[config.mk]
export PLATFORM = sky130hd
export DESIGN_NAME = msg_loader_flat
export DESIGN_NICKNAME = d
export VERILOG_FILES = /design/src/rtl/sha256_pkg.sv /design/src/rtl/msg_loader_if.sv /design/src/rtl/msg_loader_wr_addr_counter.sv /design/src/rtl/msg_loader.sv /design/src/flat_wrapper.sv
export SDC_FILE = /design/constraint.sdc
export NUM_CORES = 1
export LEC_CHECK = 0
export CAP_MARGIN = 0
export CELL_PAD_IN_SITES_DETAIL_PLACEMENT = 1
export CELL_PAD_IN_SITES_GLOBAL_PLACEMENT = 1
export CORE_ASPECT_RATIO = 0.9
export CORE_UTILIZATION = 31
export CTS_CLUSTER_SIZE = 25
export DETAILED_ROUTE_END_ITERATION = 6
export GPL_TIMING_DRIVEN = 0
export PLACE_DENSITY_LB_ADDON = 0.2
export SYNTH_ARGS = -nofsm -noshare
export SYNTH_HDL_FRONTEND = slang
export SYNTH_SLANG_ARGS = --single-unit
[constraint.sdc]
create_clock -name clock -period 1.7 [get_ports clock]
set_input_delay 0.34 -clock clock [delete_from_list [all_inputs] [get_ports clock]]
set_output_delay 0.34 -clock clock [all_outputs]
set_load 0.02 [all_outputs]
[src/rtl/sha256_pkg.sv]
// Shared definitions for the SHA-256 message buffer blocks.
//   BYTE_W  : width of one message byte
//   state_t : write-side loader states
package sha256_pkg;

   localparam int BYTE_W = 8;

   typedef enum logic [1:0] {
      LOAD  = 2'd0,
      DRAIN = 2'd1,
      HOLD  = 2'd2
   } state_t;

endpackage

[src/rtl/msg_loader_if.sv]
// Byte-stream, memory-write and reader-handshake bundle of msg_loader.
//   in_valid/in_data/in_last/in_ready        : input byte stream
//   mem_write_enable/address/data            : message memory write port
//   msg_length/start/read_complete/overflow  : buffer status to/from reader
// slave  = msg_loader side, master = producer/memory/reader side.
interface msg_loader_if #(parameter int AW = 6);
   import sha256_pkg::*;

   logic              in_valid;
   logic [BYTE_W-1:0] in_data;
   logic              in_last;
   logic              in_ready;
   logic              mem_write_enable;
   logic [AW-1:0]     mem_write_address;
   logic [BYTE_W-1:0] mem_write_data;
   logic [AW-1:0]     msg_length;
   logic              start;
   logic              read_complete;
   logic              overflow;

   modport slave (
      input  in_valid, in_data, in_last, read_complete,
      output in_ready, mem_write_enable, mem_write_address, mem_write_data,
             msg_length, start, overflow
   );

   modport master (
      output in_valid, in_data, in_last, read_complete,
      input  in_ready, mem_write_enable, mem_write_address, mem_write_data,
             msg_length, start, overflow
   );

endinterface

[src/rtl/msg_loader_wr_addr_counter.sv]
// Write address counter for the message buffer.
//   clock, reset : clock, async active-low reset
//   i_clr        : return to 0 (wins over i_inc)
//   i_inc        : advance by one
//   o_cnt        : current write address
//   o_tc         : address is at the last buffer slot
module wr_addr_counter #(
   parameter int MAX_COUNT = 55,
   parameter int AW        = $clog2(MAX_COUNT)
) (
   input  logic          clock,
   input  logic          reset,
   input  logic          i_clr,
   input  logic          i_inc,
   output logic [AW-1:0] o_cnt,
   output logic          o_tc
);

   logic [AW-1:0] r_cnt;

   always_ff @(posedge clock or negedge reset) begin
      if (!reset)     r_cnt <= '0;
      else if (i_clr) r_cnt <= '0;
      else if (i_inc) r_cnt <= r_cnt + AW'(1);
   end

   assign o_cnt = r_cnt;
   assign o_tc  = (r_cnt == AW'(MAX_COUNT - 1));

endmodule

[src/rtl/msg_loader.sv]
// Write-side front end of the SHA-256 message buffer. Stores streamed bytes
// at incrementing addresses, then holds start with msg_length until the
// reader reports read_complete.
//   clock, reset : clock, async active-low reset
//   bus          : msg_loader_if slave (stream, memory write, reader status)
//
//   state | meaning
//   LOAD  | accepting bytes, each one written to memory
//   DRAIN | message exceeded the buffer; accept and discard until in_last
//   HOLD  | buffer valid, start high, waiting for read_complete
module msg_loader
   import sha256_pkg::*;
#(
   parameter int MAX_MESSAGE_LENGTH = 55
) (
   input  logic         clock,
   input  logic         reset,
   msg_loader_if.slave  bus
);

   // MAX_MESSAGE_LENGTH must not be a power of two so the full length fits in AW.
   localparam int AW = $clog2(MAX_MESSAGE_LENGTH);

   state_t        r_state, w_next;
   logic [AW-1:0] w_cnt, r_len, w_len_nxt;
   logic          w_tc, w_hs, w_clr, w_inc, w_len_ld, w_ovf_set, w_ovf_clr;
   logic          r_ovf;

   wr_addr_counter #(.MAX_COUNT(MAX_MESSAGE_LENGTH), .AW(AW)) u_cnt (
      .clock (clock),
      .reset (reset),
      .i_clr (w_clr),
      .i_inc (w_inc),
      .o_cnt (w_cnt),
      .o_tc  (w_tc)
   );

   // Gated with reset so nothing is accepted while reset is asserted.
   assign bus.in_ready          = reset & (r_state != HOLD);
   assign w_hs                  = bus.in_valid & bus.in_ready;
   assign bus.mem_write_enable  = w_hs & (r_state == LOAD);
   assign bus.mem_write_address = w_cnt;
   assign bus.mem_write_data    = bus.in_data;
   assign bus.msg_length        = r_len;
   assign bus.start             = (r_state == HOLD);
   assign bus.overflow          = r_ovf;

   always_ff @(posedge clock or negedge reset) begin
      if (!reset) r_state <= LOAD;
      else        r_state <= w_next;
   end

   always_comb begin
      w_next    = r_state;
      w_clr     = 1'b0;
      w_inc     = 1'b0;
      w_len_ld  = 1'b0;
      w_len_nxt = r_len;
      w_ovf_set = 1'b0;
      w_ovf_clr = 1'b0;
      case (r_state)
         LOAD: begin
            if (w_hs) begin
               // overflow is only ever set at the end of a LOAD, so any LOAD
               // handshake that does not set it is the clearing point.
               w_ovf_clr = 1'b1;
               if (bus.in_last) begin
                  w_len_ld  = 1'b1;
                  w_len_nxt = w_cnt + AW'(1);
                  w_clr     = 1'b1;
                  w_next    = HOLD;
               end else if (w_tc) begin
                  w_len_ld  = 1'b1;
                  w_len_nxt = AW'(MAX_MESSAGE_LENGTH);
                  w_ovf_set = 1'b1;
                  w_clr     = 1'b1;
                  w_next    = DRAIN;
               end else begin
                  w_inc = 1'b1;
               end
            end
         end
         DRAIN: begin
            if (w_hs && bus.in_last) w_next = HOLD;
         end
         HOLD: begin
            if (bus.read_complete) w_next = LOAD;
         end
         default: w_next = LOAD;
      endcase
   end

   always_ff @(posedge clock or negedge reset) begin
      if (!reset) begin
         r_len <= '0;
         r_ovf <= 1'b0;
      end else begin
         if (w_len_ld)       r_len <= w_len_nxt;
         if (w_ovf_set)      r_ovf <= 1'b1;
         else if (w_ovf_clr) r_ovf <= 1'b0;
      end
   end

endmodule

[src/flat_wrapper.sv]
// flat-port wrapper written by rule: the top's interface ports become plain ports
module msg_loader_flat import sha256_pkg::*;
#(
   parameter int MAX_MESSAGE_LENGTH = 55
)
  (clock, reset, bus_in_valid, bus_in_data, bus_in_last, bus_read_complete, bus_in_ready, bus_mem_write_enable, bus_mem_write_address, bus_mem_write_data, bus_msg_length, bus_start, bus_overflow);
  msg_loader_if #(.AW(6)) bus_i ();
  input  logic clock;
  input  logic reset;
  input wire logic [$bits(bus_i.in_valid)-1:0] bus_in_valid;
  input wire logic [$bits(bus_i.in_data)-1:0] bus_in_data;
  input wire logic [$bits(bus_i.in_last)-1:0] bus_in_last;
  input wire logic [$bits(bus_i.read_complete)-1:0] bus_read_complete;
  output wire logic [$bits(bus_i.in_ready)-1:0] bus_in_ready;
  output wire logic [$bits(bus_i.mem_write_enable)-1:0] bus_mem_write_enable;
  output wire logic [$bits(bus_i.mem_write_address)-1:0] bus_mem_write_address;
  output wire logic [$bits(bus_i.mem_write_data)-1:0] bus_mem_write_data;
  output wire logic [$bits(bus_i.msg_length)-1:0] bus_msg_length;
  output wire logic [$bits(bus_i.start)-1:0] bus_start;
  output wire logic [$bits(bus_i.overflow)-1:0] bus_overflow;
  assign bus_i.in_valid = bus_in_valid;
  assign bus_i.in_data = bus_in_data;
  assign bus_i.in_last = bus_in_last;
  assign bus_i.read_complete = bus_read_complete;
  assign bus_in_ready = bus_i.in_ready;
  assign bus_mem_write_enable = bus_i.mem_write_enable;
  assign bus_mem_write_address = bus_i.mem_write_address;
  assign bus_mem_write_data = bus_i.mem_write_data;
  assign bus_msg_length = bus_i.msg_length;
  assign bus_start = bus_i.start;
  assign bus_overflow = bus_i.overflow;
  msg_loader #(.MAX_MESSAGE_LENGTH(MAX_MESSAGE_LENGTH)) u_core (.clock(clock), .reset(reset), .bus(bus_i));
endmodule
==> metrics <==
status=finished, violations left; failing checks=design-rule violations; Slew Limit Fails=0; CTS buffer count=3; via density per instance=4.88; Tcrit/Tclk final=97.3%; placed cell count=133; share of power burned in combinational logic=39.8%; Initial DRT Pass Iterations=6; syn avg cell area=11.4 um^2; Clock transition at path regs=0.10 ns; CTS Buffer Depth=2; Critical Path Max Stage Delay=0.42 ns; crit path time final=1.65 ns; met3 wire length=137 um; Synth top area share=42.9%; routed length on met2=1120 um; IO buf count=28; die height=52.4 um; Seq/Total Area, Yosys=42.9%; cells along the critical path=or3_4, clkinv_4, buf_6; FF-to-FF Start=u_core.u_cnt.o_cnt[0]; Root Driver=clkbuf_4; Synthesized Nets=92; Warnings, synthesis=0; maximum vdd drop=534 uV; switch share=33.5%; internal power=733 uW; Finished Core Util=50.1%; worst hold stages=3; RSZ-0062 raised after global routing=yes; die width=58.0 um; Synth area leaders=dfrtp_1 43%, a2bb2oi_2 8.6%, buf_4 7.7%, nand2_1 3.0%, xor2_1 3.0%; routability cong.=0.705; Netlist cell types=32; sequential power share=41.3%; clock tree from TritonCTS=done; Slew @ Worst Pin=0.739 ns; die footprint=3040 um^2; DRT met1 WL=933 um; Worst Path Max Fanout=5; Initial DRC Count=10; hold worst-path end=u_core.r_state[1]; hold path startpoint=reset; ant diodes=0; clk sink count=15; net switching power=369 uW; CP endpoint kind=output pin; row count=17; Final Hold Fails=0; Pwr per Cell Area=862 nW/um^2; initial core utilization=34.3%; Top Ports=37; worst reg2reg path depth=7; crit path from=u_core.r_state[1]; fin cells=146; Worst EP arrival=1.31 ns; Crit-path slowest cell=dfrtp_1; core area=2550 um^2; worst skew pair latency=0.29 ns; final instance area=1280 um^2; Area Growth Syn to Fin=46.2%; grt ovf=0; dpl hpwl=1570 um; clock share of power=19.0%; H-tree depth=1; Residual DRC=5; placed instance area=1190 um^2; max-cap violation count=0; via count=713; data required time of the worst path=1.36 ns; global-route wire length before repair=3410 um; ANT nets after route=0; initial antenna violation count=0; total track usage=15.4%; Synth Instances=77; share of post-route cells with drive strength above 1=33.1%; largest net degree at the start of global routing=16; vias in the first global route=720; DR WL/cell=15.2 um; Buffers & Inverters on Critical Path=2; synthesized flop and latch total=15; reg-to-reg endpoint=u_core.bus.msg_length[1]; Top Metal Used=met4; most area-hungry cell type in the Yosys netlist=dfrtp_1; Layout Nets=134; P_leak=0.599 nW; Worst Hold Class=in -> reg; Final setup violation count=0; relative slew slack=50.5%; mapped cell area=875 um^2; Detailed Route WL=2220 um; fmax=605 MHz; delay-heaviest family, CP=flip-flops; Reg2Reg Setup Slack=0.11 ns; Worst setup SP type=flop; CP Class=reg -> out; Clock Skews=0.0120 ns
==> metal layers <==
layer | vias to the layer above | GRT usage (%)
met1 | 345 | 18.1
met2 | 25 | 26.6
met3 | 2 | 4.44
li1 | 341 | -
met5 | - | 0
met4 | 0 | 5.95
==> worst max-delay path by stage <==
stage / depth (start not counted) / end / slack (ns)
finish: 3 / bus_mem_write_enable / 0.05
global route: 3 / bus_mem_write_enable / -0.01
CTS: 5 / bus_mem_write_enable / -0.11
detailed placement: 5 / bus_mem_write_enable / -1.23
global placement: 5 / bus_mem_write_enable / -1.22
floorplan: 7 / u_core.bus.msg_length[0] / 0.13
==> repair_timing <==
item / CTS / global route
pin swaps: 0 / 3
resized for setup: 19 / 3
endpoints found under the hold margin: 15 / 0
setup endpoints to repair: 21 / 7
gates cloned: 0 / 0
hold buffers: 1 / 0
buffers inserted: 0 / 8
==> registers in the layout (all words and copies together) (netlist names) <==
name,count
u_core.bus.msg_length,6
u_core.r_state,2
u_core.bus.overflow,1
u_core.u_cnt.o_cnt,6
==> synthesized netlist by cell type <==
| master | number |
|---|---|
| a21o_1 | 1 |
| a2bb2oi_2 | 5 |
| and2_1 | 1 |
| and2_2 | 1 |
| and2_4 | 1 |
| and3_1 | 1 |
| buf_4 | 9 |
| buf_6 | 1 |
| buf_8 | 1 |
| clkbuf_2 | 1 |
| clkinv_2 | 1 |
| dfrtp_1 | 15 |
| ha_1 | 2 |
| inv_1 | 3 |
| nand2_1 | 7 |
| nand2b_1 | 2 |
| nand3_1 | 4 |
| nand4_4 | 1 |
| nor2_1 | 1 |
| nor3_1 | 1 |
| nor3b_1 | 1 |
| nor4_4 | 1 |
| o21ai_0 | 1 |
| o21ai_1 | 2 |
| o21bai_4 | 1 |
| o22ai_1 | 2 |
| o2bb2ai_1 | 1 |
| o31ai_1 | 3 |
| or2_1 | 1 |
| or3_4 | 1 |
| xnor2_1 | 1 |
| xor2_1 | 3 |
==> power groups by stage <==
stage	logic (mW)	clock network, mW	registers [mW]
5_1_grt	0.466	0.230	0.463
4_1_cts	0.397	0.217	0.463
3_5_place_dp	0.406	0	0.469
6_report	0.438	0.209	0.455
3_3_place_gp	0.395	0	0.462
2_1_floorplan	0.172	0	0.519
==> through the flow <==
stage               TNS, ns  hold WS [ns]  worst slack, ns  power (mW)
detailed placement   -12.51         0.465            -1.23       0.876
finish                    0         0.391           0.0458        1.10
CTS                  -0.110         0.396           -0.110        1.08
floorplan                 0        0.0444            0.127       0.691
global route        -0.0112         0.416          -0.0112        1.16
global placement     -12.11         0.470            -1.22       0.858
==> worst register-to-register path: stages, from the launching register on <==
cell and delay [ns]:
dfrtp_2 0.44, inv_1 0.07, ha_1 0.19, nand4_4 0.15, o21bai_4 0.25, and2_4 0.18
buf_8 0.12, a2bb2oi_2 0.13
==> cell usage in the layout, fill, tap and decap left out, types with 2 or more instances in the layout <==
cell / Yosys / routed
o31ai_1: 3 / 3
nand2_1: 7 / 7
clkbuf_2: 1 / 2
buf_4: 9 / 17
xor2_1: 3 / 3
clkdlybuf4s50_1: 0 / 19
inv_1: 3 / 3
ha_1: 2 / 2
dlygate4sd2_1: 0 / 5
dfrtp_1: 15 / 14
clkbuf_4: 0 / 3
o22ai_1: 2 / 2
nand2b_1: 2 / 2
buf_6: 1 / 2
a2bb2oi_2: 5 / 5
nand3_1: 4 / 4
o21ai_1: 2 / 2
==> logic make-up (layout without fill, tap and decap cells) <==
kind of cell	count (synthesis)	in the layout	share of synthesized area (%)
flops	15	15	42.9
xor+xnor	4	4	4.01
simple gates	24	24	18.7
buf+inv	16	57	13.2
fa+ha+maj	2	2	2.86
compound gates	16	16	18.3
==> layout make-up <==
cell class,count,area (um^2)
Tap cell,28,35.0
Multi-Input combinational cell,46,384
Sequential cell,15,377
Buffer,12,98.8
Fill cell,288,1270
Inverter,4,20.0
Timing Repair Buffer,37,338
Clock buffer,4,26.3
(Power assumes the default switching activity.)
